==> config.mk <==
export PLATFORM = sky130hd
export DESIGN_NAME = req_router
export DESIGN_NICKNAME = d
export VERILOG_FILES = /design/src/rtl/req_router.sv
export SDC_FILE = /design/constraint.sdc
export NUM_CORES = 1
export LEC_CHECK = 0
export ABC_CLOCK_PERIOD_IN_PS = 5950
export CAP_MARGIN = 10
export CORE_MARGIN = 5
export CORE_UTILIZATION = 40
export CTS_BUF_LIST = sky130_fd_sc_hd__clkbuf_4 sky130_fd_sc_hd__clkbuf_8
export CTS_CLUSTER_SIZE = 40
export DETAILED_ROUTE_END_ITERATION = 12
export DONT_BUFFER_PORTS = 1
export PLACE_DENSITY = 0.58
export SLEW_MARGIN = 20
export SYNTH_ARGS = -nofsm -noshare
export SYNTH_HDL_FRONTEND = slang
export SYNTH_SLANG_ARGS = --single-unit
==> constraint.sdc <==
create_clock -name clk -period 5.95 [get_ports clk]
set_clock_uncertainty 0.15 [all_clocks]
set_input_delay 1.4875 -clock clk [delete_from_list [all_inputs] [get_ports clk]]
set_output_delay 1.4875 -clock clk [all_outputs]
set_load 0.05 [all_outputs]
==> src/rtl/req_router.sv <==
// req_router: address-decoded request router with bus-error, interrupt and fault capture
module req_router #(
    parameter int                        SLAVES   = 4,
    parameter int                        SEL_W    = 4,
    parameter int                        SEL_LO   = 28,
    parameter logic [SLAVES*SEL_W-1:0]   MAP      = 16'hF210,
    parameter int                        TIMEOUT  = 1024,
    parameter logic [31:0]               ERR_DATA = 32'hFFFF_FFFF
) (
    input  logic                 clk,
    input  logic                 rst,
    input  logic                 req_valid,
    output logic                 req_ready,
    input  logic [31:0]          req_addr,
    input  logic [2:0]           req_len,
    input  logic                 req_we,
    input  logic                 write_valid,
    output logic                 read_valid,
    output logic [31:0]          read_data,
    input  logic                 read_ack,
    output logic [SLAVES-1:0]    slv_req_valid,
    input  logic [SLAVES-1:0]    slv_req_ready,
    output logic [SLAVES-1:0]    slv_write_valid,
    input  logic [SLAVES-1:0]    slv_read_valid,
    input  logic [32*SLAVES-1:0] slv_read_data,
    output logic [SLAVES-1:0]    slv_read_ack,
    output logic                 bus_err,
    output logic                 err_irq,
    output logic [31:0]          err_addr
);
    localparam int SW = SLAVES > 1 ? $clog2(SLAVES) : 1;
    localparam int TW = $clog2(TIMEOUT);
    localparam logic [TW-1:0] T_END = TW'(TIMEOUT - 1);
    localparam logic [SLAVES-1:0] ONE = SLAVES'(1);

    typedef enum logic [1:0] {IDLE, REQ, DATA} state_t;

    state_t            state, state_nx;
    logic [SW-1:0]     sel, dec_sel;
    logic              hit, dec_hit, we, err, event_now;
    logic [2:0]        len, beat;
    logic [TW-1:0]     tcnt;
    logic [31:0]       addr;
    logic [SLAVES-1:0] sel_oh;

    assign sel_oh = ONE << sel;

    // lowest-index map entry matching the address field wins
    always_comb begin
        dec_sel = '0;
        dec_hit = 1'b0;
        for (int i = SLAVES - 1; i >= 0; i--)
            if (req_addr[SEL_LO +: SEL_W] == MAP[i*SEL_W +: SEL_W]) begin
                dec_sel = SW'(i);
                dec_hit = 1'b1;
            end
    end

    // next state and all handshake routing; the router answers misses and hung slaves itself
    always_comb begin
        state_nx        = state;
        req_ready       = 1'b0;
        slv_req_valid   = '0;
        slv_write_valid = '0;
        slv_read_ack    = '0;
        read_valid      = 1'b0;
        read_data       = '0;
        bus_err         = 1'b0;
        err_irq         = 1'b0;
        event_now       = 1'b0;
        case (state)
            IDLE: state_nx = req_valid ? REQ : IDLE;
            REQ: begin
                slv_req_valid = hit ? sel_oh : '0;
                event_now     = hit && slv_req_ready[sel];
                err_irq       = !hit || (!event_now && tcnt == T_END);
                req_ready     = event_now || err_irq;
                state_nx      = req_ready ? DATA : REQ;
            end
            DATA: begin
                if (we) begin
                    slv_write_valid = (write_valid && !err) ? sel_oh : '0;
                    bus_err         = write_valid && err;
                    event_now       = write_valid;
                end else begin
                    read_valid   = err || slv_read_valid[sel];
                    read_data    = err ? ERR_DATA : slv_read_valid[sel] ? slv_read_data[32*sel +: 32] : '0;
                    slv_read_ack = (read_ack && !err) ? sel_oh : '0;
                    bus_err      = err;
                    event_now    = read_valid && read_ack;
                end
                err_irq  = !err && !event_now && tcnt == T_END;
                state_nx = (event_now && beat == len) ? IDLE : DATA;
            end
            default: state_nx = IDLE;
        endcase
    end

    // state register plus per-transaction context captured at decode
    always_ff @(posedge clk or posedge rst) begin
        if (rst) begin
            state <= IDLE;
            sel   <= '0;
            hit   <= 1'b0;
            we    <= 1'b0;
            len   <= '0;
            addr  <= '0;
        end else begin
            state <= state_nx;
            if (state == IDLE && req_valid) begin
                sel  <= dec_sel;
                hit  <= dec_hit;
                we   <= req_we;
                len  <= req_len;
                addr <= req_addr;
            end
        end
    end

    // beat counter, saturating idle-cycle counter and sticky error flag
    always_ff @(posedge clk or posedge rst) begin
        if (rst) begin
            beat <= '0;
            tcnt <= '0;
            err  <= 1'b0;
        end else if (state == IDLE) begin
            beat <= '0;
            tcnt <= '0;
            err  <= 1'b0;
        end else begin
            beat <= (state == REQ) ? '0 : event_now ? beat + 3'd1 : beat;
            tcnt <= (event_now || req_ready) ? '0 : (tcnt == T_END) ? tcnt : tcnt + 1'b1;
            err  <= err || err_irq;
        end
    end

    // fault address of the most recent errored transaction
    always_ff @(posedge clk or posedge rst) begin
        if (rst) err_addr <= '0;
        else if (err_irq) err_addr <= addr;
    end
endmodule

# Word-level counts from Yosys, hierarchy flattened
# Cells that the tools add are included.
[classes]
eq_ne = 8
n_reduce_logical = 22
n_shift = 2
n_mul = 0
div = 0
n_lt_le_gt_ge = 1
addsub = 2
n_mux = 44
bitwise_logic = 0
[ops]
columns = ["operator", "count"]
rows = [
  ["32-bit two-way mux", 4],
  ["128-bit by 8-bit indexed part select with 32-bit output", 1],
  ["4-bit two-way mux", 8],
  ["10-bit two-way mux", 3],
  ["1-bit two-way mux", 15],
  ["2-bit two-way mux", 6],
  ["10-bit by 1-bit adder with 10-bit output (second input constant)", 1],
  ["10-bit equality test (second input constant)", 1],
  ["1-bit logical AND", 10],
  ["3-bit two-way mux", 3],
  ["2-bit one-hot mux with 3 select lines", 1],
  ["1-bit logical OR", 5],
  ["1-bit binary-select mux with 2-bit select", 2],
  ["4-bit by 1-bit equality test with 1-bit output (second input constant)", 1],
  ["4-bit by 2-bit equality test with 1-bit output (second input constant)", 1],
  ["4-bit equality test (second input constant)", 1],
  ["1-bit zero test", 4],
  ["4-bit zero test", 1],
  ["1-bit one-hot mux with 2 select lines", 2],
  ["1-bit by 2-bit left shift with 4-bit output (first input constant)", 1],
  ["3-bit by 1-bit adder with 3-bit output (second input constant)", 1],
  ["3-bit equality test", 1],
  ["2-bit by 3-bit < comparator with 1-bit output (second input constant)", 1],
  ["3-bit by 1-bit inequality test with 1-bit output (second input constant)", 1],
  ["other kinds (4)", 4],
]
[totals]
ff_bits = 87
mem_bits_ro = 0
out_inout_bits = 80
n_memories = 0
mem_bits_rw = 0
input_bits = 177
latch_bits = 0
elab_cells = 89

# Longest topological paths before layout
[logic_depth]
ltp_word = 12
ltp_mapped = 8
depth_no_buf = 7

# Least setup slack after synthesis
# Ideal clock, no wire load.
[synth_path]
path_kind = "input port to output port"
startpoint = "input port slv_read_valid[2]"
endpoint = "output port read_data[22]"
path_slack_ns = 1.091
t_required_ns = 4.313
stages = 6
path_buffers = 1
arrival_time_ns = 3.221
cell_sequence = "mux2i_1 a22oi_1 nand2_1 nor2_1 clkbuf_1 o21a_1"
[synth_via]
elab_chain_len = 6
[synth_lines]
columns = ["element", "line", "text"]
rows = [
  ["start, declared", "24", "input logic [SLAVES-1:0] slv_read_valid,"],
  ["1-bit binary-select mux with 2-bit select", "87", "read_data = err ? ERR_DATA : slv_read_valid[sel] ? slv_read_data[32*sel +: 32] : '0;"],
  ["1-bit two-way mux (implied by the code)", "87", ""],
  ["32-bit two-way mux (2 in a row)", "87", ""],
  ["32-bit two-way mux", "81", "if (we) begin"],
  ["32-bit two-way mux", "71", "case (state)"],
  ["end, declared", "19", "output logic [31:0] read_data,"],
]
# Every way passes these cells. The select of a mux whose other input is x is not followed.

# Worst setup path in the final report
[layout_path]
startpoint = "input port slv_req_ready[3]"
endpoint = "output port err_irq"
[layout_via]
elab_chain_len = 7
[layout_lines]
columns = ["element", "line", "text"]
rows = [
  ["start, declared", "22", "input logic [SLAVES-1:0] slv_req_ready,"],
  ["1-bit binary-select mux with 2-bit select", "75", "event_now = hit && slv_req_ready[sel];"],
  ["1-bit two-way mux (implied by the code)", "75", ""],
  ["1-bit logical AND", "75", ""],
  ["1-bit zero test", "76", "err_irq = !hit || (!event_now && tcnt == T_END);"],
  ["1-bit logical AND", "76", ""],
  ["1-bit logical OR", "76", ""],
  ["1-bit one-hot mux with 2 select lines", "71", ""],
  ["end, declared", "28", "output logic err_irq,"],
]
# Every way passes these cells. The select of a mux whose other input is x is not followed.

==> results.cfg <==
[synth]
synth_edf_count = 0
synth_commonest_cells = dfrtp_1 (87), mux2_2 (38), mux4_2 (33), o21a_1 (33), mux2_4 (29)
ys.flop_type = dfrtp_1
avgSynthCellArea_sq_um = 13.0
ys_async_sr_fraction_pct = 100
synth-seq-cells = 87
ys_warn_count = 0
synth.cell_area_sq_mm = 0.00500
yosysSeqAreaShare_pct = 43.6
synth.most_common_cell = dfrtp_1
syn_inst = 383
synth_top_cell_area_share_pct = 43.6
synth_nets = 566
synth_area_leaders = dfrtp_1 (44%), mux4_2 (15%), mux2_4 (8.7%)
yosysUniqueCellTypes = 43
synth_area_leader_cell = dfrtp_1

[setup_path]
path_max_fanout = 11
reg2reg_to = err_addr[28]
critPathCaptureType = primary output
cp.required_ns = 4.31
crit_path_start_kind = input port
crit_type = in -> out
rr_worst_depth = 6
cp.arrival_ns = 3.16
crit_start = slv_req_ready[3]
rrSetupSlack_ns = 2.17
r2r-start = sel[1]

[die]
die_w_microns = 122
die_h_microns = 122
row_count = 40
start_util_pct = 41.3
ios = 257
die_area_sq_mm = 0.0148
core_area_sq_mm = 0.0121

[power]
power.density_mw_per_mm2 = 536
power.internal_mw = 1.51
p_switching_mw = 1.32
combinationalPowerShare_pct = 36.0
sequentialPowerShare_pct = 50.9
ir_drop_mv = 0.268
p_leak_nw = 2.09
switching_share_pct = 46.7
p_clk_share_pct = 13.0
finalPower_mw = 2.83

[timing]
finalCritPeriodShare_pct = 80.7
finalMaxSlewViolations = 0
setup_tns_ns = 0
period_minus_slack_ns = 4.80
max_freq_mhz = 208
slew_headroom_pct = 29.3
setup_violations = 0
worstMarginPinSlew_ns = 1.06
rsz0062_at_grt = no
hold_violations = 0

[cells_and_area]
multiInputGateArea_sq_mm = 0.00264
seqCellArea_sq_mm = 0.00218
fill_cells = 1154
syn_to_final_growth_pct = 5.71
drive_gt1_share_pct = 34.7
final_nets = 556
utilization_pct = 43.6

[route]
drc_errors = 0
drt-pass1-iter-count = 6
routed-wl-met2_microns = 7100
ant_nets = 0
drt_iter0_drc = 126
drt-met1-wl_microns = 4640
vias = 3199
drt-total-wl_microns = 13500
detail_route.wl_per_cell_microns = 24.6
viasPerCell = 5.85
maxUsedRoutingLayer = met5
wl_met3_microns = 1490

[global_routing]
antenna_found_initial = 4
grt_pass1_wl_microns = 19600
grt_max_degree = 53
grt_overflow_total = 0
grtUsageTotal_pct = 17.5
grt_pass1_vias = 3351

[clock_network]
clk_latency_ns = 0.35
cts_buffers = 9
hold_buffers = 0
cts_max_level = 3
cts_resized = 0
clockBufferDepth = 2
cts.sinks = 87
cts_tree = built
clk_pin_slew_ns = 0.08
postCtsSetupBuffers = 0
clockRootBuffer = clkbuf_8

[min_path]
whs_endpoint = addr[28]
holdPathStages = 2
holdCritStartpoint = addr[28]
hp-class = reg -> reg

[outcome]
outcome = finished, final reports clean

[run]
drv_cap = 0

[placement]
dp_hpwl_microns = 10500
gp_congestion = 0.868
port_buffers = 0
state kept, by name (all words and copies together), names as in the netlist:
name      flops
beat          3
len           3
state         2
err           1
hit           1
tcnt         10
err_addr     32
sel           2
addr         32
we            1
power by group through the flow:
| stage | clock, mW | sequential, mW | combinational, mW |
|---|---|---|---|
| 2_1_floorplan | 0 | 1.34 | 0.966 |
| 3_3_place_gp | 0 | 1.45 | 1.01 |
| 3_5_place_dp | 0 | 1.46 | 1.03 |
| 4_1_cts | 0.385 | 1.45 | 1.03 |
| 5_1_grt | 0.415 | 1.48 | 1.10 |
| 6_report | 0.370 | 1.44 | 1.02 |
cells by family after synthesis:
group	Yosys count	share of synthesized area (%)
mux	103	32.7
flops	87	43.6
simple gates	78	7.69
compound gates	67	9.34
buf+inv	35	3.93
xor+xnor	7	1.23
fa+ha+maj	6	1.50
layout by cell type (no fill, tap or decap), types with 3 or more instances in the layout:
cell       n
and3_1     3
o21ai_0    8
mux2_2    38
nor2_1    23
a21oi_1   11
buf_4      6
dfrtp_1   84
dfrtp_2    3
o21a_1    33
nand3b_1   3
xnor2_1    3
mux4_2    33
inv_1      7
nor3_1     6
xor2_1     4
nand2_1   16
clkbuf_8   9
a211oi_1   3
mux2i_1    3
nor2b_1    3
mux2_4    29
nand3_1    7
ha_1       6
nand2b_1   4
worst max path at each step:
stage / endpoint / slack (ns) / cells past startpoint
2_1_floorplan: read_data[22] / 1.09 / 6
3_3_place_gp: err_irq / 1.16 / 4
3_5_place_dp: err_irq / 1.16 / 4
4_1_cts: err_irq / 1.16 / 4
5_1_grt: read_data[5] / 1.09 / 5
6_report: err_irq / 1.15 / 4
per-layer routing:
| metal | track usage (%) | up-vias |
|---|---|---|
| li1 | - | 1401 |
| met1 | 18.3 | 1590 |
| met2 | 31.1 | 184 |
| met3 | 7.10 | 20 |
| met4 | 7.00 | 4 |
| met5 | 0 | - |
metrics by stage:
step | area [sq um] | setup WS, ns | hold slack (ns) | std cells
floorplan | 5000 | 1.09 | 0.291 | 383
global placement | 5110 | 1.16 | 0.314 | 530
detailed placement | 5110 | 1.16 | 0.309 | 530
CTS | 5280 | 1.16 | 0.339 | 545
global route | 5280 | 1.09 | 0.367 | 547
finish | 5280 | 1.15 | 0.333 | 547
critical path, stage by stage:
cell,delay [ns]
mux4_2,0.51
o41a_1,0.48
nor3b_2,0.17
a41o_2,0.51
area by class of cell:
cell class / count / area share [%]
inverters: 8 / 0.592
diodes: 2 / 0.0947
clock buffers: 9 / 2.34
multi-input cells: 261 / 50.0
repair buffers: 6 / 0.853
flip-flops and latches: 87 / 41.3
well taps: 168 / 3.98
clock inverters: 6 / 0.876
No activity file was read; power rests on OpenSTA's default activity.
==> patch (config.mk and constraints unchanged) <==
Make the reset (`rst`) synchronous in 3 clocked blocks.
--- a/src/rtl/req_router.sv
+++ b/src/rtl/req_router.sv
@@ -97,7 +97,7 @@
     end
 
     // state register plus per-transaction context captured at decode
-    always_ff @(posedge clk or posedge rst) begin
+    always_ff @(posedge clk) begin
         if (rst) begin
             state <= IDLE;
             sel   <= '0;
@@ -118,7 +118,7 @@
     end
 
     // beat counter, saturating idle-cycle counter and sticky error flag
-    always_ff @(posedge clk or posedge rst) begin
+    always_ff @(posedge clk) begin
         if (rst) begin
             beat <= '0;
             tcnt <= '0;
@@ -135,7 +135,7 @@
     end
 
     // fault address of the most recent errored transaction
-    always_ff @(posedge clk or posedge rst) begin
+    always_ff @(posedge clk) begin
         if (rst) err_addr <= '0;
         else if (err_irq) err_addr <= addr;
     end
Formal check against the unedited RTL: differs if rst is asserted again (counterexample within 4 cycles, from zero or initial values and one cycle with rst high); with rst held inactive, the same outputs for 10 cycles.
==> patch against the original RTL <==
  * Final cell count is 26% higher
  * Global-route usage is 2.3 points higher
  * Critical endpoint unchanged
  * Non-clock buffer count is 2 higher
  * Via count is 22% higher
  * Critical path depth is 1 higher
  * Sequential cell count stayed put
  * Setup slack better by 49 ps
  * Design area is 2.9% lower
  * Area after synthesis is 3.2% lower
  * Wire length is 9.2% higher
  * Highest routed layer is now met4
Power is not compared: it rests on default switching activity, and its combinational part moved more than twofold at a synthesized area within 25%.
==> patch: results (changes against the original RTL) <==
layout:
  clock_area_share_pct: 3.56  # +0.34 points
  fillers: 1221  # +5.8%
  multi_input_area_share_pct: 56.9  # +6.9 points
  diodes: 4  # +2
  drive_gt1_share_pct: 12.5  # -22 points
  fin_nets: 715  # +29%
  n_clock_buffer: 11  # +2
  seq_share_pct: 34.0  # -7.3 points
  n_sequential_cell: 87  # unchanged
min_path:
  holdPathEnd: "addr[29]"
  min_from: "addr[29]"
yosys:
  ys_async_sr_fraction_pct: 0  # -100 points
  synth.net_count: 737  # +30%
  synthTopCellsByArea: "dfxtp_1 36%, mux4_2 16%, nand2b_1 8.7%"
  synth_adder_area_share_pct: 1.55  # +0.049 points
  ys_warn_count: 0  # unchanged
  yosysUniqueCellTypes: 36  # -16%
  netlist_top_cells_count: "90 x nor2_1, 87 x dfxtp_1, 86 x nand2_1"
  yosys.area_share.xor_xnor_pct: 1.63  # +0.40 points
global_route:
  grt_max_degree: 109  # +110%
  grt.total_usage_pct: 19.8  # +2.3 points
  grt_pass1_vias: 3838  # +15%
  grtUsageMet3_pct: 9.14  # +2.0 points
  grt_pass1_wl_mm: 22.0  # +12%
  gr-usage-met1_pct: 22.6  # +4.4 points
  met2_usage_pct: 32.3  # +1.2 points
run_status:
  status: "finished, final reports clean"
critical_path:
  r2r_start: "sel[1]"
  path_delay_family: "multiplexers"
  reg2reg_to: "tcnt[2]"
  cp_max_fo: 4  # -7
  rrSetupSlack_ps: 2410  # +240 ps
placement:
  port-buffer-count: 0  # unchanged
  hpwl_mm: 11.6  # +10%
clock_tree:
  cts_setup_buffers: 0  # unchanged
route:
  first_iter_violations: 253  # +100%
  drt_wl_total_mm: 14.7  # +9.2%
  m1WireLength_mm: 5.58  # +20%
  top_layer_used: "met4"
  dr.pass1.iters: 4  # -2
  routed-wl-met3_mm: 1.74  # +17%
timing:
  worst_pin_slew_ps: 1050  # -17.2 ps
  holdWs_ps: 303  # -30.1 ps
  drv_slew: 0  # unchanged
==> patch: cell count changes in the layout (fill, tap and decap cells not counted), sizes merged, moves of 32 or more <==
cell and delta:
o21a -32, dfxtp +87, mux2 -67, nand2b +63
dfrtp -87, nand2 +69, mux2i +33, nor2 +66
==> patch: per-stage QoR <==
step	utilization, %	power, W	cell area (sq um)	std cells	worst slack (ps)
after floorplan	-	0.000791	4840	554	1120
after global placement	41.4	0.000810	4930	668	1250
after detailed placement	41.4	0.000814	4930	668	1200
after CTS	43.0	0.00120	5120	684	1200
after global routing	43.0	0.00124	5130	688	1130
final	43.0	0.00118	5130	688	1200
==> patch: worst max path at each step <==
stage,end,slack [ps],cells after the start
6_report,err_irq,1200,5
4_1_cts,read_data[27],1200,3
3_5_place_dp,read_data[27],1200,3
5_1_grt,read_data[26],1130,3
2_1_floorplan,err_irq,1120,6
3_3_place_gp,err_irq,1250,5
